<file path="src/rtl/core_clk_sequencer.sv">
// Per-core clock/reset sequencer: it gates the core clock, retunes the PLL feedback
// divider, waits for a stable lock and then releases the clock again.
module core_clk_sequencer #(
  parameter int unsigned FB_DIV_WIDTH  = 12,
  parameter int unsigned GATE_CYCLES   = 4,
  parameter int unsigned SETTLE_CYCLES = 16,
  parameter int unsigned LOCK_TIMEOUT  = 1024
) (
  input  logic                    clk_i,
  input  logic                    arst_i,
  input  logic [FB_DIV_WIDTH-1:0] fb_div_req_i,
  input  logic                    clk_en_req_i,
  input  logic                    arst_req_i,
  input  logic                    glob_arst_i,
  input  logic                    err_clr_i,
  input  logic                    pll_locked_i,
  output logic [FB_DIV_WIDTH-1:0] pll_fb_div_o,
  output logic [FB_DIV_WIDTH-1:0] fb_div_actual_o,
  output logic                    core_clk_en_o,
  output logic                    core_arst_o,
  output logic                    busy_o,
  output logic                    lock_err_o
);

  localparam int unsigned GATE_W = $clog2(GATE_CYCLES + 1);
  localparam int unsigned SET_W  = $clog2(SETTLE_CYCLES + 1);
  localparam int unsigned TMR_W  = $clog2(LOCK_TIMEOUT + 1);

  typedef enum logic [1:0] {IDLE, GATE, RETUNE, LOCK_WAIT} state_t;

  state_t                  state, state_nxt;
  logic [GATE_W-1:0]       gate_cnt, gate_cnt_nxt;
  logic [SET_W-1:0]        lock_cnt, lock_cnt_nxt, lock_inc;
  logic [TMR_W-1:0]        timer, timer_nxt, timer_inc;
  logic [FB_DIV_WIDTH-1:0] pll_div_nxt, actual_nxt;
  logic                    clk_en_nxt, arst_nxt, busy_nxt, err_nxt, err_set;

  // State and output registers
  always_ff @(posedge clk_i or posedge arst_i) begin
    if (arst_i) begin
      state           <= IDLE;
      gate_cnt        <= '0;
      lock_cnt        <= '0;
      timer           <= '0;
      pll_fb_div_o    <= '0;
      fb_div_actual_o <= '0;
      core_clk_en_o   <= 1'b0;
      core_arst_o     <= 1'b1;
      busy_o          <= 1'b0;
      lock_err_o      <= 1'b0;
    end else begin
      state           <= state_nxt;
      gate_cnt        <= gate_cnt_nxt;
      lock_cnt        <= lock_cnt_nxt;
      timer           <= timer_nxt;
      pll_fb_div_o    <= pll_div_nxt;
      fb_div_actual_o <= actual_nxt;
      core_clk_en_o   <= clk_en_nxt;
      core_arst_o     <= arst_nxt;
      busy_o          <= busy_nxt;
      lock_err_o      <= err_nxt;
    end
  end

  // Next-state and next-output logic; the clock stays gated outside IDLE
  always_comb begin
    state_nxt    = state;
    gate_cnt_nxt = gate_cnt;
    lock_cnt_nxt = lock_cnt;
    timer_nxt    = timer;
    pll_div_nxt  = pll_fb_div_o;
    actual_nxt   = fb_div_actual_o;
    clk_en_nxt   = 1'b0;
    err_set      = 1'b0;
    lock_inc     = (pll_locked_i && (lock_cnt < SET_W'(SETTLE_CYCLES)))
                   ? lock_cnt + SET_W'(1)
                   : (pll_locked_i ? lock_cnt : '0);
    timer_inc    = (timer < TMR_W'(LOCK_TIMEOUT)) ? timer + TMR_W'(1) : timer;

    case (state)
      IDLE: begin
        if (fb_div_req_i != pll_fb_div_o) begin
          state_nxt    = GATE;
          gate_cnt_nxt = '0;
        end else begin
          clk_en_nxt = clk_en_req_i & pll_locked_i;
        end
      end
      GATE: begin
        if (gate_cnt >= GATE_W'(GATE_CYCLES - 1)) begin
          state_nxt    = RETUNE;
          gate_cnt_nxt = '0;
        end else begin
          gate_cnt_nxt = gate_cnt + GATE_W'(1);
        end
      end
      RETUNE: begin
        pll_div_nxt  = fb_div_req_i;
        lock_cnt_nxt = '0;
        timer_nxt    = '0;
        state_nxt    = LOCK_WAIT;
      end
      LOCK_WAIT: begin
        lock_cnt_nxt = lock_inc;
        timer_nxt    = timer_inc;
        // A settle and a timeout on the same edge resolve as success
        if (lock_inc == SET_W'(SETTLE_CYCLES)) begin
          actual_nxt = pll_fb_div_o;
          state_nxt  = IDLE;
        end else if (timer_inc == TMR_W'(LOCK_TIMEOUT)) begin
          err_set   = 1'b1;
          state_nxt = IDLE;
        end
      end
      default: state_nxt = IDLE;
    endcase

    busy_nxt = (state_nxt != IDLE);
    arst_nxt = arst_req_i | glob_arst_i;
    err_nxt  = err_set ? 1'b1 : (err_clr_i ? 1'b0 : lock_err_o);
  end

endmodule

</file>
<file path="config.mk">
export PLATFORM = sky130hd
export DESIGN_NAME = core_clk_sequencer
export DESIGN_NICKNAME = d
export VERILOG_FILES = /design/src/rtl/core_clk_sequencer.sv
export SDC_FILE = /design/constraint.sdc
export NUM_CORES = 1
export LEC_CHECK = 0
export CORE_MARGIN = 5
export CORE_UTILIZATION = 52
export CTS_CLUSTER_SIZE = 24
export DETAILED_ROUTE_END_ITERATION = 10
export GPL_TIMING_DRIVEN = 0
export PLACE_DENSITY = 0.8
export SETUP_SLACK_MARGIN = 0.4
export SLEW_MARGIN = 10
export SYNTH_ARGS = -nofsm -noshare
export SYNTH_HDL_FRONTEND = slang
export SYNTH_SLANG_ARGS = --single-unit
</file>
<file path="constraint.sdc">
create_clock -name clk_i -period 2.2 [get_ports clk_i]
set_input_delay 0.33 -clock clk_i [delete_from_list [all_inputs] [get_ports clk_i]]
set_output_delay 0.33 -clock clk_i [all_outputs]
set_load 0.1 [all_outputs]
</file>
==> impl_metrics.json <==
{
  "outcome": "completed",
  "core_area_um2": 4720,
  "num_rows": 25,
  "synthTopCellsByArea": "dfrtp_1 47%, mux2_2 10%, xor2_1 4.2%",
  "crit_path_cell_trace": "buf_6 -> ha_4 -> and3b_2 -> buf_6 -> nor3_4 -> o21ai_1 -> o31a_1 -> nor4_4 -> buf_4 -> o211ai_1",
  "final_nets": 336,
  "antenna_found_initial": 0,
  "whs_ps": 308,
  "setup_viol_count_final": 0,
  "avgSynthCellArea_um2": 10.7,
  "slew_violations": 0,
  "antenna_left": 0,
  "period_minus_slack_ps": 2000,
  "port_buffers": 46,
  "powerDensity_nw_per_um2": 1270,
  "die_area_um2": 6360,
  "end_kind": "register",
  "grt_pass1_vias": 2154,
  "swShare": 0.490,
  "cts_buffers": 5,
  "synthesis.nets": 259,
  "finalWirelength_um": 6190,
  "drt_first_pass_iters": 4,
  "async_flop_share": 1.00,
  "ioPinCount": 47,
  "fmax_ghz": 0.500,
  "yosys_register_bits": 49,
  "die_w_um": 79.8,
  "fill_cells": 295,
  "place_hpwl_um": 4070,
  "multi_input_area_um2": 1380,
  "ctsHoldBuffers": 0,
  "root_buffer": "clkbuf_8",
  "relSlewSlack": 0.625,
  "power.ir.vdd_worst_v": 0.000938,
  "cp_slowest_stage_delay_ps": 390,
  "utilization": 0.769,
  "place.gp.congestion": 0.840,
  "wire_per_inst_um": 16.2,
  "seq_area_um2": 1240,
  "fp.dieH_um": 79.8,
  "crit_type": "register to register",
  "worst_setup_path_start_kind": "register",
  "pwr-share-clk": 0.140,
  "grt_overflow": 0,
  "clock_sinks": 49,
  "route.vias.total": 2108,
  "rsz0062_at_grt": "yes",
  "n_antenna_cell": 0,
  "period_share": 0.910,
  "yosys.area.top_type": "dfrtp_1",
  "cts_tree": "built",
  "design_area_um2": 3630,
  "comb_power_share": 0.556,
  "leakage_nw": 1.58,
  "switchingPower_w": 0.00227,
  "drcViolationCount": 0,
  "layout_common_cells": "36 x dfrtp_1, 25 x clkdlybuf4s15_2, 19 x buf_4",
  "grt_first_pass_wirelength_um": 10400,
  "drive_above_1_share": 0.427,
  "crit_top_cell": "buf_6",
  "synth_cells": 236,
  "internal_power_w": 0.00236,
  "path_clk_slew_ps": 90,
  "initial_core_util": 0.536,
  "yosysTopAreaCellShare": 0.475,
  "clock_path_buffers": 2,
  "synth_area_um2": 2530,
  "htreeDepth": 2,
  "synth_cell_types": 49,
  "crit_slowest_cell": "dfrtp_1",
  "synthFlopType": "dfrtp_1",
  "synth_edf_count": 0,
  "cp.arrival_ps": 2170,
  "worst_pin_slew_ps": 565,
  "drtIter0Drc": 193,
  "dpl-instance-area_um2": 3110,
  "required_ps": 2370,
  "worstPathMaxFanout": 4,
  "ys_warn_count": 0,
  "fin_skew_ps": 4.04,
  "grt_start_max_net_pins": 36,
  "maxCapViolCount": 0,
  "vias_per_cell": 5.53,
  "grt_usage": 0.207,
  "ys_seq_area_frac": 0.485,
  "seqPwrFrac": 0.304,
  "min_path_type": "input port to async pin",
  "layout_commonest_cell": "dfrtp_1",
  "hold_viol": 0,
  "synthToLayoutAreaGrowth_pct": 43.6,
  "clk_latency_ps": 300
}
==> power by group through the flow <==
stage / combinational, W / sequential (W) / clock [W]
2_1_floorplan: 0.000879 / 0.00228 / 0
3_3_place_gp: 0.00224 / 0.00141 / 0
3_5_place_dp: 0.00228 / 0.00143 / 0
4_1_cts: 0.00241 / 0.00140 / 0.000664
5_1_grt: 0.00274 / 0.00145 / 0.000697
6_report: 0.00257 / 0.00141 / 0.000649
==> final cells by class <==
class                   instances  share of cell area
multi-input cells             161               0.381
repair buffers                 70               0.189
plain buffers                   9              0.0155
clock buffers                   6              0.0200
well taps                      67              0.0231
flip-flops and latches         49               0.342
inverters                      17              0.0186
clock inverters                 2              0.0107
==> what timing repair did <==
| action | in CTS | in global routing |
|---|---|---|
| resized for setup | 113 | 28 |
| setup endpoints to repair | 54 | 39 |
| pin swaps | 11 | 17 |
| cloned | 1 | 0 |
| buffers inserted | 15 | 7 |
==> path summary, 6_finish.rpt <==
kind,depth (start not counted),end,slack (ps),from
worst max-delay path,10,state[0],200,timer[1]
worst min-delay path,2,timer[1],310,arst_i
worst max register to register,10,state[0],200,timer[1]
worst min register to register,1,fb_div_actual_o[7],520,fb_div_actual_o[7]
max in group asynchronous,3,pll_fb_div_o[8],1380,arst_i
min in group clk_i,1,fb_div_actual_o[7],520,fb_div_actual_o[7]
==> per-layer routing <==
metal | GRT usage | up-vias | wire (µm)
met5 | 0 | - | 0
met4 | 0.0541 | 0 | 68
met3 | 0.0643 | 7 | 463
met2 | 0.342 | 59 | 3100
met1 | 0.264 | 1049 | 2550
li1 | - | 993 | -
==> critical path: cells and delay by family (launching register included) <==
kind            cells  cell delay (ps)
simple gates        3              570
buf+inv             3              440
flops               1              390
compound gates      3              310
fa+ha+maj           1              150
==> Yosys cell counts, types with 3 or more instances <==
library cell	number
mux2_2	23
a31oi_1	3
xnor2_1	4
dfrtp_1	48
ha_1	4
nor2_1	7
clkbuf_1	5
nor4_2	3
nor2b_1	3
nand3_1	6
a21oi_1	9
o21a_1	3
o21ai_0	11
and3_1	3
nor3_1	7
nor3b_1	4
xor2_1	12
nor4_1	3
nand2_1	19
inv_1	16
o22ai_1	9
==> metrics by stage <==
stage / std cells / total power (W) / setup TNS, ps / setup slack (ps)
global route: 381 / 0.00489 / 0 / 120
floorplan: 236 / 0.00316 / 0 / 384
global placement: 349 / 0.00365 / -14750 / -433
detailed placement: 350 / 0.00371 / 0 / 80.3
CTS: 374 / 0.00448 / 0 / 187
finish: 381 / 0.00463 / 0 / 198
==> logic make-up (layout without fill, tap and decap cells) <==
kind of cell	Yosys count	in the layout	share of synthesized area
AO/OA/AOI/OAI	45	45	0.111
XOR/XNOR	16	16	0.0554
adder cells (fa/ha/maj)	4	4	0.0198
buffers and inverters	26	104	0.0450
flip-flops	49	49	0.485
multiplexers	24	24	0.107
AND/OR/NAND/NOR	72	72	0.177
==> registers in the layout (all words and copies together) (netlist names), 2 cells and up <==
register and count:
fb_div_actual_o 12, gate_cnt 3, lock_cnt 5, pll_fb_div_o 12
state 2, timer 11
No activity file was read; power rests on OpenSTA's default activity.
